===== config.mk =====
export PLATFORM = sky130hd
export DESIGN_NAME = mmio_port_responder
export DESIGN_NICKNAME = d
export VERILOG_FILES = /design/src/rtl/mmio_port_responder.sv
export SDC_FILE = /design/constraint.sdc
export NUM_CORES = 1
export LEC_CHECK = 0
export ABC_AREA = 0
export BUFFER_PORTS_ARGS = -buffer_cell sky130_fd_sc_hd__buf_2
export CELL_PAD_IN_SITES_DETAIL_PLACEMENT = 1
export CELL_PAD_IN_SITES_GLOBAL_PLACEMENT = 2
export CORE_MARGIN = 2
export CORE_UTILIZATION = 29
export CTS_CLUSTER_DIAMETER = 30
export DETAILED_ROUTE_END_ITERATION = 8
export MAX_ROUTING_LAYER = met4
export PLACE_DENSITY_LB_ADDON = 0.1
export REMOVE_ABC_BUFFERS = 1
export SYNTH_ARGS = -nofsm -noshare
export SYNTH_HDL_FRONTEND = slang
export SYNTH_SLANG_ARGS = --single-unit

===== constraint.sdc =====
create_clock -name clk -period 3.2 [get_ports clk]
set_input_delay 0.32 -clock clk [delete_from_list [all_inputs] [get_ports clk]]
set_output_delay 0.32 -clock clk [all_outputs]
set_load 0.005 [all_outputs]

===== src/rtl/mmio_port_responder.sv =====
// mmio_port_responder: memory-mapped I/O block on the data-memory bus.
// Decodes a 16-byte window at BASE_ADDR and exposes:
//   0x0 PORT_OUT (rw), 0x4 PORT_IN FIFO head (ro, load pops),
//   0x8 STATUS (ro), 0xC CONTROL (clear overflow / flush / irq enable).
// Optional feature macro: MMIO_IRQ_EN adds the registered `irq` output.
// Reads are combinational so a load completes in the same cycle as MemRead.
module mmio_port_responder #(
    parameter logic [31:0] BASE_ADDR  = 32'h1001_0000,
    parameter int          FIFO_DEPTH = 8
) (
    input  logic        clk,
    input  logic        reset,
    input  logic [31:0] Address,
    input  logic [31:0] WriteData,
    input  logic        MemRead,
    input  logic        MemWrite,
    output logic [31:0] ReadData,
    output logic        Hit,
    input  logic [7:0]  PortIn,
    input  logic        PortInStrobe,
    output logic [31:0] PortOut
`ifdef MMIO_IRQ_EN
    ,
    output logic        irq
`endif
);

    localparam int PTR_W = (FIFO_DEPTH > 1) ? $clog2(FIFO_DEPTH) : 1;
    localparam int CNT_W = PTR_W + 1;

    localparam logic [1:0] SEL_PORT_OUT = 2'd0;
    localparam logic [1:0] SEL_PORT_IN  = 2'd1;
    localparam logic [1:0] SEL_STATUS   = 2'd2;
    localparam logic [1:0] SEL_CONTROL  = 2'd3;

    // Architectural state
    logic [31:0]      port_out_reg, port_out_next;
    logic [PTR_W-1:0] rd_ptr_reg, rd_ptr_next;
    logic [PTR_W-1:0] wr_ptr_reg, wr_ptr_next;
    logic [CNT_W-1:0] count_reg, count_next;
    logic             overflow_reg, overflow_next;
    logic             irq_en_reg, irq_en_next;
    logic             strobe_hist_reg;
    logic [7:0]       fifo_mem [FIFO_DEPTH];

    // Decoded access qualifiers
    logic [1:0] sel;
    logic       rd_hit, wr_hit;
    logic       fifo_empty, fifo_full;
    logic       strobe_rise;
    logic       do_pop, do_push, set_overflow;
    logic       do_flush, do_clear_ovf;
    logic [7:0] head_byte;
    logic [7:0] count_byte;
    logic [31:0] status_word;
    logic       unused_addr_bits;

    assign unused_addr_bits = ^Address[1:0];

    assign Hit    = (Address[31:4] == BASE_ADDR[31:4]);
    assign sel    = Address[3:2];
    assign rd_hit = Hit & MemRead;
    assign wr_hit = Hit & MemWrite;

    assign fifo_empty = (count_reg == '0);
    assign fifo_full  = (count_reg == CNT_W'(FIFO_DEPTH));

    assign strobe_rise = PortInStrobe & ~strobe_hist_reg;

    // A combined read+write access performs the store but never pops.
    assign do_pop       = rd_hit & ~MemWrite & (sel == SEL_PORT_IN) & ~fifo_empty;
    assign do_flush     = wr_hit & (sel == SEL_CONTROL) & WriteData[1];
    assign do_clear_ovf = wr_hit & (sel == SEL_CONTROL) & WriteData[0];

    // A full FIFO still accepts a byte if a pop frees a slot in the same
    // cycle; flush discards the byte without flagging overflow.
    assign do_push      = strobe_rise & ~do_flush & (~fifo_full | do_pop);
    assign set_overflow = strobe_rise & ~do_flush & fifo_full & ~do_pop;

    assign head_byte = fifo_mem[rd_ptr_reg];

    // STATUS count field is 8 bits wide regardless of FIFO_DEPTH
    generate
        if (CNT_W <= 8) begin : g_count_narrow
            assign count_byte = 8'(count_reg);
        end else begin : g_count_wide
            assign count_byte = count_reg[7:0];
        end
    endgenerate

    assign status_word = {16'b0, count_byte, 5'b0, overflow_reg, fifo_full, fifo_empty};

    assign PortOut = port_out_reg;

    // Combinational load data, zero whenever the access is not a hit load
    always_comb begin
        ReadData = 32'b0;
        if (rd_hit) begin
            case (sel)
                SEL_PORT_OUT: ReadData = port_out_reg;
                SEL_PORT_IN:  ReadData = fifo_empty ? 32'b0 : {24'b0, head_byte};
                SEL_STATUS:   ReadData = status_word;
                default:      ReadData = {29'b0, irq_en_reg, 2'b0};
            endcase
        end
    end

    // Next-state computation for registers, pointers, count and flags
    always_comb begin
        port_out_next = port_out_reg;
        irq_en_next   = irq_en_reg;
        rd_ptr_next   = rd_ptr_reg;
        wr_ptr_next   = wr_ptr_reg;
        count_next    = count_reg;

        if (wr_hit && sel == SEL_PORT_OUT) begin
            port_out_next = WriteData;
        end
        if (wr_hit && sel == SEL_CONTROL) begin
            irq_en_next = WriteData[2];
        end

        if (do_flush) begin
            rd_ptr_next = '0;
            wr_ptr_next = '0;
            count_next  = '0;
        end else begin
            if (do_pop) begin
                rd_ptr_next = rd_ptr_reg + PTR_W'(1);
            end
            if (do_push) begin
                wr_ptr_next = wr_ptr_reg + PTR_W'(1);
            end
            count_next = count_reg + CNT_W'(do_push) - CNT_W'(do_pop);
        end

        // Setting overflow takes priority over clearing it in the same cycle
        overflow_next = set_overflow | (overflow_reg & ~do_clear_ovf);
    end

    // Control/status state update with synchronous active-low reset
    always_ff @(posedge clk) begin
        if (!reset) begin
            port_out_reg    <= 32'b0;
            rd_ptr_reg      <= '0;
            wr_ptr_reg      <= '0;
            count_reg       <= '0;
            overflow_reg    <= 1'b0;
            irq_en_reg      <= 1'b0;
            strobe_hist_reg <= 1'b0;
        end else begin
            port_out_reg    <= port_out_next;
            rd_ptr_reg      <= rd_ptr_next;
            wr_ptr_reg      <= wr_ptr_next;
            count_reg       <= count_next;
            overflow_reg    <= overflow_next;
            irq_en_reg      <= irq_en_next;
            strobe_hist_reg <= PortInStrobe;
        end
    end

    // FIFO storage write; contents need no reset since count gates reads
    always_ff @(posedge clk) begin
        if (reset && do_push) begin
            fifo_mem[wr_ptr_reg] <= PortIn;
        end
    end

`ifdef MMIO_IRQ_EN
    logic irq_reg;

    // Registered interrupt: pending data or overflow while enabled
    always_ff @(posedge clk) begin
        if (!reset) begin
            irq_reg <= 1'b0;
        end else begin
            irq_reg <= irq_en_reg & (~fifo_empty | overflow_reg);
        end
    end

    assign irq = irq_reg;
`endif

endmodule


After elaboration in Yosys (flattened, before gate mapping)
Memories as Yosys holds them, arrays and structs flattened. A register that Yosys moved wholly into a read port is not among the register bits. Index checks and enable logic that the tools add are counted. W data, S select, Z words.

Output and inout bits: 65. Memories: 1. Input port bits: 77. Bits in writable memories: 64. Bits in registers: 45. Word-level logic and storage cells: 54.

Equal/unequal tests: 5. Add/subtract/negate cells: 4. Reduce and logical (&&, ||, !) cells: 6. Bitwise operators: 24. Muxes and demuxes: 7.

Memories: fifo_mem (words 8, bits a word 8, rd ports 1, clocked after memory_dff 1, wr ports 1, line 44) `logic [7:0] fifo_mem [FIFO_DEPTH];`.

Operators with widths (number): $pmux W32 S3 (1); $mux W32 (1); $eq A28 B25 Y1 const B (1); $and A1 B1 Y1 (14); $mux W8 (1); $not A1 Y1 (8); $add A3 B1 Y3 const B (2); $mux W3 (2); $add A4 B1 Y4 (1); $eq A2 B2 Y1 const B (2); $eq A4 B4 Y1 const B (1); $logic_not A4 Y1 (1); $sub A4 B1 Y4 (1); $logic_and A1 B1 Y1 (3); $eq A2 B1 Y1 const B (1); $logic_not A2 Y1 (1); $mux W1 (2); $or A1 B1 Y1 (2); $reduce_or A2 Y1 (1).

Longest topological paths before layout
Gate-level depths: netlist (run 1).

Depth in word-level cells: 10. Gate-level depth with buffers: 12. Mapped depth without buffers: 12.

Worst setup path after synthesis (run 1)
No wires, ideal clock.

Path type: input to register. Start point: in Address[19]. End point: mem fifo_mem[0][0] (enable). Slack: -0.143 ns. Stages: 5. Arrival time: 2.948 ns. Path buffers: 0. Setup time: 0.395 ns. Required time: 2.805 ns. Path through: or4_1 or4_4 nor4b_4 o211ai_4 nor4_1.

Cells in the longest elaborated chain, start to end: 10. Elaborated cells between the ends (all ways): 15. Those cells by class: eq/ne: 1; mux: 2; bitwise: 11; reduce/logical: 1.

Ends and longest elaborated chain: start: declaration (line 13) `input logic [31:0] Address,`; $eq A28 B25 Y1 (*) (line 60) `assign Hit = (Address[31:4] == BASE_ADDR[31:4]);`; $and A1 B1 Y1 (on tied branches) (line 62, 63); $and A1 B1 Y1 (on tied branches) (2 in a row) (line 71, 72); $and A1 B1 Y1 or $not A1 Y1 (tied branches) (line 71, 77); $or A1 B1 Y1 or $and A1 B1 Y1 (tied branches) (line 77) `assign do_push = strobe_rise & ~do_flush & (~fifo_full | do_pop);`; $and A1 B1 Y1 (*) (line 77); $logic_and A1 B1 Y1 (*) (line 164) `if (reset && do_push) begin`; $mux W1 (*) (line 164); $mux W1 (not written as such) (*) (line 165) `fifo_mem[wr_ptr_reg] <= PortIn;`; end: declaration (line 44).

Every way passes the cells marked *; elsewhere a longest branch is shown, timed or not.

Final worst setup path (run 1)
Start point: in Address[19]. End point: out ReadData[25].

Cells in the longest elaborated chain, start to end: 3.

Ends and longest elaborated chain: $eq A28 B25 Y1 (line 60); $and A1 B1 Y1 (line 62) `assign rd_hit = Hit & MemRead;`; $mux W32 (line 98) `if (rd_hit) begin`; end: declaration (line 17) `output logic [31:0] ReadData,`.

Every way passes these cells.

==> results.py, run 1 <==
metrics = {
    "layout": {
        "diodes": 0,
        "nets": 627,
        "largest_register_ffs": 64,
        "drive_gt1_share_pct": 36.75,
        "instances_no_fill": 763,
        "area_delta_synth_final_pct": 28.23,
        "final_cell_area_um2": 6087,
    },
    "floorplanning": {
        "core_um2": 15940,
        "die_area_um2": 17410,
        "rows": 46,
        "die_w_um": 131.9,
        "die_height_um": 131.9,
        "ios": 142,
        "start_util_pct": 29.78,
    },
    "setup_path": {
        "cp.required_ns": 2.88,
        "critical_path.max_fanout": 20,
        "reg2reg_depth": 9,
        "r2r_setup_slack_ns": 0.61,
        "path_class": "primary input to primary output",
        "crit_arrival_ns": 2.50,
        "reg2reg_to": "fifo_mem[6][4]",
        "r2r_start": "count_reg[2]",
        "worstSetupStartpoint": "Address[19]",
        "start_kind": "primary input",
        "endpoint_kind": "primary output",
    },
    "hold_path": {
        "min_path_cells": 2,
        "whs_endpoint": "strobe_hist_reg",
        "min_from": "PortInStrobe",
        "hold_class": "primary input to flip-flop",
    },
    "synthesis": {
        "async_flop_share_pct": 0,
        "synth_edf_count": 64,
        "synth_flop_cell": "edfxtp_1",
        "ys_warn_count": 0,
        "synth_top_area_share_pct": 40.48,
        "synth_area_um2": 4747,
        "ys_types": 43,
        "syn_inst": 395,
        "ys_seq_area_share_pct": 60.73,
        "synth_top_cell_by_area": "edfxtp_1",
        "synth_most_common_cell": "nand2_1",
        "synth_area_leaders": "edfxtp_1, dfxtp_1, mux4_2",
        "yosys-top-cells-count": "nand2_1, edfxtp_1, dfxtp_1",
        "synth-seq-cells": 112,
        "avgSynthCellArea_um2": 12.02,
    },
    "route": {
        "drt-total-wl_um": 13250,
        "ant_nets": 0,
        "drtPass1Iterations": 4,
        "vias": 3589,
        "drt_iter0_markers": 152,
        "post_drt_wl_per_cell_um": 17.36,
        "viasPerCell": 4.704,
        "route.detailed.drc": 0,
    },
    "clock_network": {
        "numCtsBuffers": 9,
        "h-tree-depth": 3,
        "cts_root_buf": "clkbuf_16",
        "clk_path_buf_depth": 2,
        "cts_resized": 0,
        "post_cts_buffers": 0,
        "path_clk_slew_ns": 0.07,
        "clkLatencyLatePin_ns": 0.35,
        "cts_tree": "done",
        "cts.sinks": 112,
        "ctsHoldBuffers": 0,
    },
    "grt": {
        "grt_pass1_vias": 3671,
        "grt_max_degree": 35,
        "use_met2_pct": 25.61,
        "gr-usage-met1_pct": 20.27,
        "track_usage_pct": 15.94,
        "use_met3_pct": 2.730,
        "antenna_found_initial": 0,
        "grt_pass1_wl_um": 20680,
        "grt_overflow": 0,
        "top_usage_layer": "met2",
    },
    "power_and_ir_drop": {
        "power_frac_clock_pct": 39.5,
        "seqPwrFrac_pct": 52.2,
        "netSwitchingFraction_pct": 22.92,
        "p_per_area_nw_per_um2": 496.2,
        "power.switching_mw": 0.6921,
        "vdd_drop_max_mv": 0.2373,
        "leakage_nw": 2.376,
        "internal-power_mw": 2.328,
        "pwr-share-comb_pct": 8.3,
    },
    "placed_design": {
        "dpl_cell_area_um2": 5774,
        "routabilityCongestion": 0.7545,
        "place_ws_ns": 0.2004,
        "portBuffers": 139,
        "dp_cells": 747,
        "hpwl_um": 9432,
    },
    "sta": {
        "relSlewSlack_pct": 53.19,
        "min_period_ns": 2.817,
        "slew_viol_final": 0,
        "setup_violations": 0,
        "worstMarginPinSlew_ns": 0.6996,
        "rsz0062_at_grt": "false",
        "hold_viol": 0,
        "min_period_over_period_pct": 88.04,
        "worst_slack_ns": 0.3828,
        "skew_ns": 0.006562,
        "max_freq_mhz": 355.0,
    },
    "outcome": {
        "status": "completed",
    },
    "flow_run": {
        "drv_cap": 0,
    },
}
## stage by stage
step                      total power, mW  util [%]  setup TNS (ns)  hold slack (ns)
final                               3.020     38.18               0           0.1789
after global routing                3.144     38.18               0           0.1928
after CTS                           3.070     38.18               0           0.1667
after detailed placement            1.865     36.22               0           0.4543
after global placement              1.854     36.22               0           0.4445
after floorplan                     1.741         -          -2.929           0.4189
## critical path, stage by stage
cell and delay [ns]:
buf_2 0.09, or4_1 0.56, or4_4 0.56, or2_2 0.31
nor3_1 0.14, buf_4 0.24, and2_1 0.15, buf_2 0.12
## power groups by stage
stage / clock network [mW] / registers, mW / logic, mW
6_report: 1.19 / 1.58 / 0.251
5_1_grt: 1.28 / 1.58 / 0.283
4_1_cts: 1.24 / 1.58 / 0.256
3_5_place_dp: 0 / 1.61 / 0.255
3_3_place_gp: 0 / 1.61 / 0.247
2_1_floorplan: 0 / 1.60 / 0.138
## cells in the final DEF (no fill, tap or decap), types with 5 or more instances in the layout
master     synthesis  final
a21oi_1           36     36
a22oi_1            5      5
and2_1            22     22
buf_2              0    139
buf_4              0     18
clkbuf_16          0      9
dfxtp_1           48     48
edfxtp_1          64     64
ha_1               7      7
inv_1              9      9
mux2_2             8      8
mux2i_1            9      9
mux4_2            16     16
nand2_1           73     73
nor2_1            23     23
nor3_1            11     10
nor4_1             5      5
## kinds of logic (layout without fill, tap and decap cells)
kind of cell / count (synthesis) / count (layout) / synth area share [%]
AOI/OAI and AO/OA: 50 / 50 / 6.300
xor gates and xnor gates: 5 / 5 / 0.9227
adders and majority gates: 8 / 8 / 2.267
buffers and inverters: 31 / 183 / 2.451
DFF: 112 / 112 / 60.73
muxes: 33 / 33 / 11.39
and+or+nand+nor: 156 / 156 / 15.95
## worst max path at each step
stage | end | slack [ns] | cells after the start
after floorplan | fifo_mem[0][0] | -0.14 | 5
after global placement | fifo_mem[4][5] | 0.23 | 8
after detailed placement | count_reg[2] | 0.20 | 11
after CTS | ReadData[25] | 0.36 | 8
after global routing | ReadData[25] | 0.24 | 8
final | ReadData[25] | 0.38 | 8
## layout make-up
type	count	area (um2)
Clock inverter	4	56.30
Clock buffer	12	256.5
Inverter	10	37.54
Timing Repair Buffer	157	830.8
Fill cell	1805	9856
Tap cell	216	270.3
Sequential cell	112	2883
Multi-Input combinational cell	252	1753
## per-layer routing
layer / share of wire (%) / wire, um / up-vias
met1: 46 / 6079 / 1763
met3: 4.6 / 609 / 12
met5: 0 / 0 / -
met4: 1.6 / 210 / 0
met2: 48 / 6349 / 99
li1: - / - / 1715
No activity file was read; power rests on OpenSTA's default activity.
==> run 2: changes to the inputs <==
--- a/config.mk
+++ b/config.mk
@@ -13,6 +13,7 @@
 export CORE_UTILIZATION = 29
 export CTS_CLUSTER_DIAMETER = 30
 export DETAILED_ROUTE_END_ITERATION = 8
+export GPL_TIMING_DRIVEN = 0
 export MAX_ROUTING_LAYER = met4
 export PLACE_DENSITY_LB_ADDON = 0.1
 export REMOVE_ABC_BUFFERS = 1
==> run 2 against run 1 <==
  * Sequential cell count is the same
  * Worst setup slack lost 0.21 ns
  * Sequential share of layout area shrank 0.14 points
  * Count of clock-buffer cells in the layout shrank 3
  * Sequential power is essentially flat
  * Cell count shrank 0.92%
  * Critical endpoint is now ReadData[23]
  * Largest cell class unchanged
==> results.py, run 2 (synthesis results as in run 1) <==
metrics = {
    "sta": {
        "skew_ns": 0.006449,
        "rsz0062_at_grt": "false",
        "final.setup.tns_ns": 0,
        "hold_viol": 0,
        "relSlewSlack_pct": 27.92,
        "min_period_over_period_pct": 94.48,
        "setup_violations": 0,
        "min_period_ns": 3.023,
        "worstMarginPinSlew_ns": 1.074,
        "max_freq_mhz": 330.7,
        "slew_viol_final": 0,
    },
    "floorplanning": {
        "die_w_um": 131.9,
        "start_util_pct": 29.78,
        "die_height_um": 131.9,
        "core_um2": 15940,
        "rows": 46,
        "ios": 142,
        "die_area_um2": 17410,
    },
    "setup_path": {
        "start_kind": "primary input",
        "path_class": "primary input to primary output",
        "endpoint_kind": "primary output",
        "r2r_start": "count_reg[2]",
        "critical_path.max_fanout": 13,
        "worstSetupStartpoint": "Address[19]",
        "crit_arrival_ns": 2.70,
        "reg2reg_to": "count_reg[2]",
        "cp.required_ns": 2.88,
        "cp-endpoint": "ReadData[23]",
        "reg2reg_depth": 13,
        "r2r_setup_slack_ns": 0.47,
    },
    "power_and_ir_drop": {
        "leakage_nw": 2.356,
        "p_per_area_nw_per_um2": 478.5,
        "internal-power_mw": 2.210,
        "seqPwrFrac_pct": 54.1,
        "power_frac_clock_pct": 37.0,
        "finalPower_mw": 2.923,
        "netSwitchingFraction_pct": 24.41,
        "vdd_drop_max_mv": 0.2529,
        "pwr-share-comb_pct": 8.9,
        "power.switching_mw": 0.7136,
    },
    "layout": {
        "instances_no_fill": 756,
        "drive_gt1_share_pct": 38.33,
        "fin_util_pct": 38.31,
        "largest_register_ffs": 64,
        "final_common_cell": "buf_2",
        "diodes": 0,
        "n_fill_cell": 1792,
        "most-common-layout-cells": "buf_2, nand2_1, edfxtp_1",
        "area_delta_synth_final_pct": 28.68,
        "nets": 620,
        "final_cell_area_um2": 6108,
        "multi_input_area_um2": 1848,
        "seq_area_um2": 2884,
    },
    "placed_design": {
        "dp_cells": 736,
        "dpl_cell_area_um2": 5742,
        "routabilityCongestion": 0.6990,
        "hpwl_um": 9660,
        "portBuffers": 139,
    },
    "grt": {
        "antenna_found_initial": 0,
        "grt_pass1_vias": 3689,
        "track_usage_pct": 16.15,
        "grt_max_degree": 35,
        "grt_overflow": 0,
        "grt_pass1_wl_um": 20960,
    },
    "outcome": {
        "status": "completed",
    },
    "route": {
        "route.detailed.drc": 0,
        "drtPass1Iterations": 4,
        "viasPerCell": 4.631,
        "drt_iter0_markers": 199,
        "ant_nets": 0,
        "post_drt_wl_per_cell_um": 17.34,
        "drt-total-wl_um": 13110,
        "vias": 3501,
    },
    "clock_network": {
        "clkLatencyLatePin_ns": 0.36,
        "cts_root_buf": "clkbuf_16",
        "path_clk_slew_ns": 0.08,
        "cts.sinks": 112,
        "ctsHoldBuffers": 0,
        "numCtsBuffers": 9,
        "clk_path_buf_depth": 2,
        "cts_tree": "done",
        "h-tree-depth": 3,
    },
    "hold_path": {
        "hold_class": "primary input to flip-flop",
    },
    "flow_run": {
        "drv_cap": 0,
    },
}
[run 2: per-stage QoR]
step | setup WS (ns) | hold WS [ns]
3_5_place_dp | -0.9593 | 0.4583
5_1_grt | 0.06396 | 0.1820
4_1_cts | 0.03401 | 0.1636
2_1_floorplan | -0.1425 | 0.4189
3_3_place_gp | -2.077 | 0.4448
6_report | 0.1765 | 0.1744
[run 2: area by class of cell]
| cell class | count | area share (%) |
|---|---|---|
| inverter | 10 | 0.6145 |
| sequential | 112 | 47.21 |
| clock inverter | 7 | 0.8603 |
| multi-input combinational | 252 | 30.25 |
| clock buffer | 9 | 3.687 |
| tap | 216 | 4.424 |
| timing repair buffer | 150 | 12.95 |
[run 2: layer usage]
layer,global-route usage [%],vias to the layer above,wire length [um]
met1,21.24,1699,6157
met3,2.691,13,494
li1,-,1703,-
met4,5.978,0,221
met2,25.14,86,6237
met5,-,-,0
[run 2: critical path, stage by stage]
cell and delay [ns]:
buf_2 0.09, or4_1 0.57, or4_4 0.57, or2_2 0.46
nor3_4 0.27, buf_4 0.19, and2_1 0.13, buf_2 0.11
[run 2: power groups by stage]
stage	clock (mW)	combinational (mW)	sequential (mW)
after floorplan	0	0.138	1.60
after global placement	0	0.237	1.61
after detailed placement	0	0.250	1.61
after CTS	1.12	0.262	1.58
after global routing	1.18	0.292	1.59
final	1.08	0.261	1.58
[run 2: worst min path at each step]
stage,startpoint,end,slack [ns],cells past startpoint
finish,PortInStrobe,strobe_hist_reg,0.17,2
CTS,PortInStrobe,strobe_hist_reg,0.16,2
global placement,PortOut[29],PortOut[29],0.44,2
floorplan,PortIn[0],fifo_mem[0][0],0.42,0
detailed placement,PortOut[25],PortOut[25],0.46,2
global route,PortInStrobe,strobe_hist_reg,0.18,2
[run 2: repair_timing]
item / in CTS / in global routing
resized for setup: 9 / 2
gates cloned: 0 / 0
pin swaps: 1 / 3
endpoints found under the setup margin: 89 / 51
buffers inserted: 3 / 1
==> run 3: changes to the inputs <==
--- a/config.mk
+++ b/config.mk
@@ -16,7 +16,6 @@
 export GPL_TIMING_DRIVEN = 0
 export MAX_ROUTING_LAYER = met4
 export PLACE_DENSITY_LB_ADDON = 0.1
-export REMOVE_ABC_BUFFERS = 1
 export SYNTH_ARGS = -nofsm -noshare
 export SYNTH_HDL_FRONTEND = slang
 export SYNTH_SLANG_ARGS = --single-unit
==> run 3 against run 2 <==
  * Cell count rose by 2.1%
  * Routed wire length rose by 4.1%
  * Critical path depth fell by 2
  * Sequential cell count did not move
  * First-iteration DRC count fell by 11%
  * Worst setup slack improved by 0.095 ns
  * Highest routed layer unchanged
  * Worst hold slack improved by 0.012 ns
  * Count of clock-buffer cells in the layout did not move
  * Register-to-register slack got worse by 0.17 ns
==> results.py, run 3 (synthesis results as in run 1) <==
metrics = {
    "clock_network": {
        "cts_root_buf": "clkbuf_16",
        "clk_path_buf_depth": 2,
        "numCtsBuffers": 9,
        "path_clk_slew_ns": 0.07,
        "h-tree-depth": 3,
        "cts_tree": "done",
        "cts.sinks": 112,
        "ctsHoldBuffers": 0,
        "clkLatencyLatePin_ns": 0.35,
    },
    "power_and_ir_drop": {
        "vdd_drop_max_mv": 0.3054,
        "seqPwrFrac_pct": 51.9,
        "netSwitchingFraction_pct": 24.24,
        "power_frac_clock_pct": 39.0,
        "p_per_area_nw_per_um2": 488.8,
        "leakage_nw": 2.375,
        "pwr-share-comb_pct": 9.1,
        "power.switching_mw": 0.7341,
        "internal-power_mw": 2.295,
        "finalPower_mw": 3.029,
    },
    "setup_path": {
        "start_kind": "flip-flop",
        "critPathBufInv": 2,
        "crit_arrival_ns": 2.61,
        "critPathSlowestCell": "dfxtp_1",
        "endpoint_kind": "primary output",
        "crit_chain": "clkbuf_4, mux4_2, mux2_2, a22oi_1, nor2_1, buf_2",
        "path_delay_family": "multiplexers",
        "slowest_delay_ns": 0.62,
        "path_class": "flip-flop to primary output",
        "cp.required_ns": 2.88,
        "critical_path.max_fanout": 10,
    },
    "grt": {
        "track_usage_pct": 16.68,
        "antenna_found_initial": 0,
        "grt_overflow": 0,
        "grt_pass1_vias": 3782,
        "grt_max_degree": 21,
        "grt_pass1_wl_um": 21580,
    },
    "placed_design": {
        "portBuffers": 138,
        "dp_cells": 752,
        "place_ws_ns": -0.9803,
        "hpwl_um": 10350,
        "routabilityCongestion": 0.7259,
    },
    "sta": {
        "relSlewSlack_pct": 46.03,
        "worst_slack_ns": 0.2713,
        "setup_violations": 0,
        "slew_viol_final": 0,
        "rsz0062_at_grt": "false",
        "worstMarginPinSlew_ns": 0.8088,
        "min_period_over_period_pct": 91.52,
        "max_freq_mhz": 341.5,
        "final.setup.tns_ns": 0,
        "min_period_ns": 2.929,
        "whs_ns": 0.1862,
        "hold_viol": 0,
        "skew_ns": 0.005860,
    },
    "route": {
        "drtPass1Iterations": 4,
        "ant_nets": 0,
        "vias": 3513,
        "viasPerCell": 4.551,
        "route.detailed.drc": 0,
        "drt-total-wl_um": 13650,
        "post_drt_wl_per_cell_um": 17.68,
        "drt_iter0_markers": 178,
    },
    "outcome": {
        "status": "completed",
    },
    "layout": {
        "most-common-layout-cells": "buf_2, nand2_1, edfxtp_1",
        "instances_no_fill": 772,
        "largest_register_ffs": 64,
        "n_fill_cell": 1829,
        "nets": 636,
        "drive_gt1_share_pct": 36.69,
        "diodes": 0,
        "final_common_cell": "buf_2",
        "area_delta_synth_final_pct": 30.55,
    },
    "floorplanning": {
        "ios": 142,
        "start_util_pct": 29.78,
        "core_um2": 15940,
        "die_w_um": 131.9,
        "die_height_um": 131.9,
        "rows": 46,
        "die_area_um2": 17410,
    },
    "flow_run": {
        "drv_cap": 0,
    },
    "hold_path": {
        "hold_class": "primary input to flip-flop",
    },
    "synthesis": {
        "syn_nets": 480,
    },
}
## run 3: path summary, 6_finish.rpt
path                startpoint  slack [ns]              end  cells past startpoint
setup / recovery     flip-flop        0.27      ReadData[7]                      6
hold / removal    PortInStrobe        0.19  strobe_hist_reg                      2
setup reg to reg  count_reg[2]        0.30   fifo_mem[5][0]                      8
hold reg to reg    PortOut[22]        0.46      PortOut[22]                      2
## run 3: layout make-up
class,instances,area [um2],area share (%)
Tap cell,216,270.3,4.361
Timing Repair Buffer,146,767.0,12.38
Clock buffer,9,225.2,3.634
Multi-Input combinational cell,252,1848,29.82
Sequential cell,112,2883,46.52
Clock inverter,7,83.83,1.353
Buffer,20,82.58,1.333
Inverter,10,37.54,0.6057
## run 3: power groups by stage
stage	registers [mW]	logic, mW	clock network, mW
floorplan	1.60	0.149	0
global placement	1.60	0.247	0
detailed placement	1.61	0.264	0
CTS	1.57	0.278	1.22
global route	1.58	0.309	1.27
finish	1.57	0.276	1.18
## run 3: what timing repair did
item                                    4_1_cts  5_1_grt
gates resized for setup                      13        9
pin swaps                                     1        0
endpoints found under the setup margin       84       58
setup buffers                                 5        0
## run 3: metal layers
| metal | GRT usage [%] | wire length (um) |
|---|---|---|
| met1 | 21.27 | 6367 |
| met2 | 27.05 | 6598 |
| met3 | 3.383 | 511 |
| met4 | 4.589 | 174 |
| met5 | - | 0 |
## run 3: through the flow
step / cell area (um2) / util [%]
after floorplan: 4747 / -
after global placement: 5708 / 35.80
after detailed placement: 5767 / 36.17
after CTS: 6187 / 38.81
after global routing: 6197 / 38.87
final: 6197 / 38.87
